==> src/rtl/pipe_stage_reg.sv <==
// Valid/ready pipeline stage register with flush and saturating stall/bubble counters.
// Define PIPE_SKID_EN for a two-entry skid buffer with a registered in_ready.
module pipe_stage_reg #(
   parameter int unsigned DATA_W = 192,
   parameter int unsigned CTRL_W = 6,
   parameter int unsigned CNT_W  = 16
) (
   input  logic              clk,
   input  logic              rst_n,
   input  logic              in_valid,
   output logic              in_ready,
   input  logic [DATA_W-1:0] in_data,
   input  logic [CTRL_W-1:0] in_ctrl,
   output logic              out_valid,
   input  logic              out_ready,
   output logic [DATA_W-1:0] out_data,
   output logic [CTRL_W-1:0] out_ctrl,
   input  logic              flush,
   output logic [CNT_W-1:0]  stall_cnt,
   output logic [CNT_W-1:0]  bubble_cnt
);

   logic              main_valid_q, main_valid_d;
   logic [DATA_W-1:0] main_data_q,  main_data_d;
   logic [CTRL_W-1:0] main_ctrl_q,  main_ctrl_d;
   logic [CNT_W-1:0]  stall_cnt_q,  stall_cnt_d;
   logic [CNT_W-1:0]  bubble_cnt_q, bubble_cnt_d;
   logic              accept;
   logic              main_free;

   assign main_free = ~main_valid_q | out_ready;
   assign accept    = in_valid & in_ready;

`ifdef PIPE_SKID_EN
   logic              skid_valid_q, skid_valid_d;
   logic [DATA_W-1:0] skid_data_q,  skid_data_d;
   logic [CTRL_W-1:0] skid_ctrl_q,  skid_ctrl_d;

   // in_ready comes straight from a flop: no combinational path from out_ready.
   assign in_ready = ~skid_valid_q;

   always_comb begin
      // NOTE: every signal written here gets a default first, so no latch can be inferred.
      main_valid_d = main_valid_q;
      main_data_d  = main_data_q;
      main_ctrl_d  = main_ctrl_q;
      skid_valid_d = skid_valid_q;
      skid_data_d  = skid_data_q;
      skid_ctrl_d  = skid_ctrl_q;
      if (flush) begin
         main_valid_d = 1'b0;
         main_ctrl_d  = '0;
         skid_valid_d = 1'b0;
         skid_ctrl_d  = '0;
      end else if (main_free) begin
         if (skid_valid_q) begin
            // Skid is older than anything arriving now; an accept cannot coincide (in_ready=0).
            main_valid_d = 1'b1;
            main_data_d  = skid_data_q;
            main_ctrl_d  = skid_ctrl_q;
            skid_valid_d = 1'b0;
            skid_ctrl_d  = '0;
         end else if (accept) begin
            main_valid_d = 1'b1;
            main_data_d  = in_data;
            main_ctrl_d  = in_ctrl;
         end else begin
            main_valid_d = 1'b0;
            main_ctrl_d  = '0;
         end
      end else if (accept) begin
         skid_valid_d = 1'b1;
         skid_data_d  = in_data;
         skid_ctrl_d  = in_ctrl;
      end
   end

   always_ff @(posedge clk or negedge rst_n) begin
      if (!rst_n) begin
         skid_valid_q <= 1'b0;
         skid_ctrl_q  <= '0;
      end else begin
         skid_valid_q <= skid_valid_d;
         skid_ctrl_q  <= skid_ctrl_d;
      end
   end

   // NOTE: skid payload needs no reset; it is never observed while skid_valid_q is low.
   always_ff @(posedge clk) begin
      skid_data_q <= skid_data_d;
   end
`else
   logic emit;

   assign in_ready = main_free;
   assign emit     = main_valid_q & out_ready;

   always_comb begin
      main_valid_d = main_valid_q;
      main_data_d  = main_data_q;
      main_ctrl_d  = main_ctrl_q;
      if (flush) begin
         main_valid_d = 1'b0;
         main_ctrl_d  = '0;
      end else if (accept) begin
         main_valid_d = 1'b1;
         main_data_d  = in_data;
         main_ctrl_d  = in_ctrl;
      end else if (emit) begin
         main_valid_d = 1'b0;
         main_ctrl_d  = '0;
      end
   end
`endif

   always_comb begin
      stall_cnt_d  = stall_cnt_q;
      bubble_cnt_d = bubble_cnt_q;
      if (main_valid_q && !out_ready && (stall_cnt_q != {CNT_W{1'b1}})) begin
         stall_cnt_d = stall_cnt_q + CNT_W'(1);
      end
      if (!main_valid_q && (bubble_cnt_q != {CNT_W{1'b1}})) begin
         bubble_cnt_d = bubble_cnt_q + CNT_W'(1);
      end
   end

   always_ff @(posedge clk or negedge rst_n) begin
      if (!rst_n) begin
         main_valid_q <= 1'b0;
         main_data_q  <= '0;
         main_ctrl_q  <= '0;
         stall_cnt_q  <= '0;
         bubble_cnt_q <= '0;
      end else begin
         // NOTE: non-blocking assignments so every flop samples pre-edge values.
         main_valid_q <= main_valid_d;
         main_data_q  <= main_data_d;
         main_ctrl_q  <= main_ctrl_d;
         stall_cnt_q  <= stall_cnt_d;
         bubble_cnt_q <= bubble_cnt_d;
      end
   end

   assign out_valid  = main_valid_q;
   assign out_data   = main_data_q;
   assign out_ctrl   = main_ctrl_q;
   assign stall_cnt  = stall_cnt_q;
   assign bubble_cnt = bubble_cnt_q;

endmodule

==> config.mk <==
export PLATFORM = sky130hd
export DESIGN_NAME = pipe_stage_reg
export DESIGN_NICKNAME = d
export VERILOG_FILES = /design/src/rtl/pipe_stage_reg.sv
export SDC_FILE = /design/constraint.sdc
export NUM_CORES = 1
export LEC_CHECK = 0
export ABC_AREA = 1
export ABC_CLOCK_PERIOD_IN_PS = 3120
export CAP_MARGIN = 10
export CORE_AREA = 2 2 171 173
export CTS_BUF_LIST = sky130_fd_sc_hd__clkbuf_4
export CTS_CLUSTER_DIAMETER = 50
export DETAILED_ROUTE_END_ITERATION = 6
export DIE_AREA = 0 0 173 175
export PLACE_DENSITY_LB_ADDON = 0.1
export SLEW_MARGIN = 10
export SYNTH_ARGS = -nofsm -noshare
export SYNTH_HDL_FRONTEND = slang
export SYNTH_SLANG_ARGS = --single-unit
export TNS_END_PERCENT = 100
==> constraint.sdc <==
create_clock -name clk -period 3.12 [get_ports clk]
set_clock_uncertainty 0.05 [all_clocks]
set_input_delay 0.624 -clock clk [delete_from_list [all_inputs] [get_ports clk]]
set_output_delay 0.624 -clock clk [all_outputs]
set_load 0.03 [all_outputs]
Word level (Yosys, flattened, before mapping) --
Index checks and enable logic that the tools add are counted.
Storage, ports and cells: output and inout bits 232, memories 0, word-level logic and storage cells 27, input bits 203, bits in writable memories 0, bits in latches 0, bits in read-only memories 0, bits in registers 231
Cells by class: muxes and demuxes 6, reductions and logical operators 7, equality and inequality tests 2, bitwise logic cells 5, $mul 0, $lt $le $gt $ge 0, divide/modulo/power cells 0, shift-type cells 0, add/sub/neg operators 2
Operators with widths (count):
- $add A16 B1 Y16 const B | 2
- $ne A16 B16 Y1 const B | 2
- $mux W6 | 3
- $logic_and A1 B1 Y1 | 3
- $mux W1 | 3
- $reduce_bool A3 Y1 | 1
- $and A1 B1 Y1 | 2
- $logic_not A1 Y1 | 2
- $not A1 Y1 | 2
- $reduce_and A2 Y1 | 1
- $or A1 B1 Y1 | 1

Depth between registers and ports, before layout --
Gate-level depths: netlist of run 1.
depth in word-level cells 5, mapped depth 11, gate-level depth less buffers 10

Least setup slack after synthesis of run 1 --
OpenSTA, ideal clock, no wires.
path type register -> register, start register stall_cnt_q[0], in the netlist stall_cnt[0], end register stall_cnt_q[13], in the netlist stall_cnt[13], data arrival time 1588 ps, required time 2952 ps, period minus slack after synthesis 1757 ps, setup time 118 ps, slack 1363 ps, stages on the path, launching flop included 10, buffers on the path 1, cells stage by stage dfrtp_1 ha_1 nand3_1 inv_2 nand2_1 nor2_2 nor2_4 buf_6 nand2_1 nand2_1
Between the ends: word-level cells in the longest chain between the ends 2, elaborated cells on any way between the ends 3, classes of those cells 1 x add/sub; 1 x eq/ne; 1 x reduce/logical
Ends and longest elaborated chain:
- from (decl) | RTL line 26 | logic [CNT_W-1:0] stall_cnt_q, stall_cnt_d;
- from (signal assigned) | RTL line 139 | stall_cnt_q <= stall_cnt_d;
- parallel branches: the longest is 2 deep, another holds $add A16 B1 Y16
Parallel ways; which one is timed is not known. A chain may end at the register's enable or synchronous reset.

Worst setup path after layout of run 1 --
start input port out_ready, end output port in_ready
Between the ends: word-level cells in the longest chain between the ends 1
Ends and longest elaborated chain:
- from (decl) | RTL line 15 | input logic out_ready,
- $or A1 B1 Y1 | RTL line 31 | assign main_free = ~main_valid_q | out_ready;
- to (decl) | RTL line 11 | output logic in_ready,
No other way between the ends.

==> reports/metrics.yaml, run 1 <==
utilization_pct: 53.1
row_count: 62
cp-start-kind: "input port"
start_util_pct: 33.6
worst_pin_slew_ps: 850
final-hold-violation-count: 0
finalNonFillerCells: 2036
fmax_ghz: 0.361
ys_seq_area_share_pct: 60.5
synth_edf_count: 0
worstHoldPathType: "in2reg"
dieArea_sq_um: 30300
io_buffers: 434
gp_congestion: 0.811
period_needed_ps: 2770
crit_type: "in2out"
irDropWorstVdd_uv: 321
final_common_cell: "nand2_1"
dp.cells: 1927
synthCells: 1138
cts_buffer_depth: 3
p_total_mw: 9.28
cts_setup_buffers: 0
area_growth_pct: 57.9
r2r_cells: 7
wirelength_mm: 30.7
p_seq_share_pct: 40.0
crit_path_max_fanout: 5
antenna_left: 0
synth_seq_cells: 231
clk_pin_slew_ps: 70
combPwrFrac_pct: 30.4
setup_viol: 0
clkPwrFrac_pct: 29.6
die_height_microns: 175
cp.required_ps: 2450
holdPathStages: 3
drv_slew: 0
outcome: "complete, no violations"
leakage_nw: 7.39
synth_cell_types: 23
finalInstanceArea_sq_um: 15100
ios: 435
syn-mean-instance-area_sq_um: 8.39
drv_cap: 0
drc: 0
cts.htree.levels: 2
grt_pass1_wl_mm: 48.8
final_cell_mix: "710 x nand2_1, 433 x clkdlybuf4s50_1, 231 x dfrtp_1"
cts_tree: "yes"
dp_hpwl_mm: 22.1
fp.dieW_microns: 173
sw_frac_of_total_pct: 33.8
syn_nets: 1343
drt_first_pass_iters: 4
grt_max_degree: 87
holdWs_ps: 416
antenna_found_initial: 3
power_density_nw_per_um2: 616
core_sq_um: 28400
finalCritPeriodShare_pct: 88.7
nets: 1812
gr-usage-all-layers_pct: 20.1
synth.cell_area_sq_um: 9550
routedWlPerCell_microns: 15.1
clk_latency_ps: 690
dr_total_vias: 8895
p_sw_mw: 3.13
grt_pass1_vias: 8881
ctsResizeCount: 0
dp_worst_setup_slack_ps: 355
cts_root_buf: "clkbuf_4"
internal_power_mw: 6.15
overflow: 0
synth-main-ff-cell: "dfrtp_1"
vias_per_cell: 4.37
synthArstFlopShare_pct: 100
slew_headroom_pct: 43.1
cts-buffers-inserted: 61
place_area_sq_um: 14300
crit_path_end_kind: "output pin"
drive_above_1_share_pct: 7.58
drtIter0Drc: 491
postCtsHoldBufs: 1
num-fill-cells: 2750
arrival_ps: 2090
yosysWarnings: 0
tns_ps: 0
rsz0062_at_grt: "false"
cts.sinks: 231
setup_ws_ps: 353
[path summary, 6_finish.rpt]
path,slack [ps],to,startpoint
min in group asynchronous,440,bubble_cnt[14]$_DFFE_PN0P_,rst_n
min,420,out_data[64]$_DFFE_PN0P_,in_data[64]
max,350,in_ready,out_ready
max in group asynchronous,1860,bubble_cnt[1]$_DFFE_PN0P_,rst_n
max reg2reg,1010,bubble_cnt[4]$_DFFE_PN0P_,bubble_cnt[0]$_DFFE_PN0P_
min reg2reg,420,out_data[51]$_DFFE_PN0P_,out_data[51]$_DFFE_PN0P_
[cell usage after synthesis (5+ instances only)]
master | count | share of area (%)
buf_2 | 15 | 0.79
buf_6 | 22 | 2.6
clkbuf_1 | 7 | 0.28
dfrtp_1 | 231 | 61
inv_1 | 42 | 1.7
nand2_1 | 710 | 28
nand3_1 | 19 | 1.0
nand4_1 | 9 | 0.59
nor2_1 | 36 | 1.4
o21ai_0 | 16 | 0.84
xnor2_1 | 6 | 0.55
xor2_1 | 5 | 0.46
[logic make-up (layout without fill, tap and decap cells)]
| kind of cell | Yosys count | after routing | synth area share [%] |
|---|---|---|---|
| AND/OR/NAND/NOR | 782 | 782 | 31.5 |
| flip-flops | 231 | 231 | 60.5 |
| other | 0 | 3 | 0 |
| XOR/XNOR | 11 | 11 | 1.01 |
| buffers and inverters | 92 | 603 | 5.63 |
| AO/OA/AOI/OAI | 20 | 20 | 1.05 |
| adder cells (fa/ha/maj) | 2 | 2 | 0.262 |
[registers in the layout (all words and copies together), names as in the netlist]
signal	flops
out_ctrl	6
out_data	192
bubble_cnt	16
stall_cnt	16
out_valid	1
[per-layer routing]
layer  global-route usage (%)  wire length [microns]  vias to the layer above
li1                         -                      -                     4422
met1                     23.9                  12300                     4081
met2                     33.0                  14500                      337
met3                     8.05                   3000                       55
met4                     7.24                    874                        0
met5                        0                      0                        -
[power groups by stage]
stage	combinational [mW]	clock, mW	sequential [mW]
after global routing	3.02	3.05	3.78
after floorplan	0.540	0	4.63
after detailed placement	2.85	0	3.76
after global placement	2.84	0	3.75
after CTS	2.86	2.86	3.72
final	2.82	2.75	3.72
[final cells by class]
type	instances	area [sq um]	share of cell area [%]
Antenna cell	3	7.51	0.0498
Clock buffer	95	713	4.73
Clock inverter	10	91.3	0.606
Inverter	46	178	1.18
Multi-Input combinational cell	815	3240	21.5
Sequential cell	231	5780	38.3
Tap cell	384	480	3.19
Timing Repair Buffer	452	4590	30.4
[worst max-delay path, cell delays in order]
cell and delay (ps):
clkdlybuf4s50_1 430, nor2_2 230, inv_1 170, clkdlybuf4s50_1 630
(Power assumes the default switching activity.)
==> run 2, diff against run 1 <==
--- a/config.mk
+++ b/config.mk
@@ -14,7 +14,6 @@
 export DETAILED_ROUTE_END_ITERATION = 6
 export DIE_AREA = 0 0 173 175
 export PLACE_DENSITY_LB_ADDON = 0.1
-export SLEW_MARGIN = 10
 export SYNTH_ARGS = -nofsm -noshare
 export SYNTH_HDL_FRONTEND = slang
 export SYNTH_SLANG_ARGS = --single-unit
==> results of run 2 <==
Same layout as run 1: the final DEF is identical, and so are final timing and power.
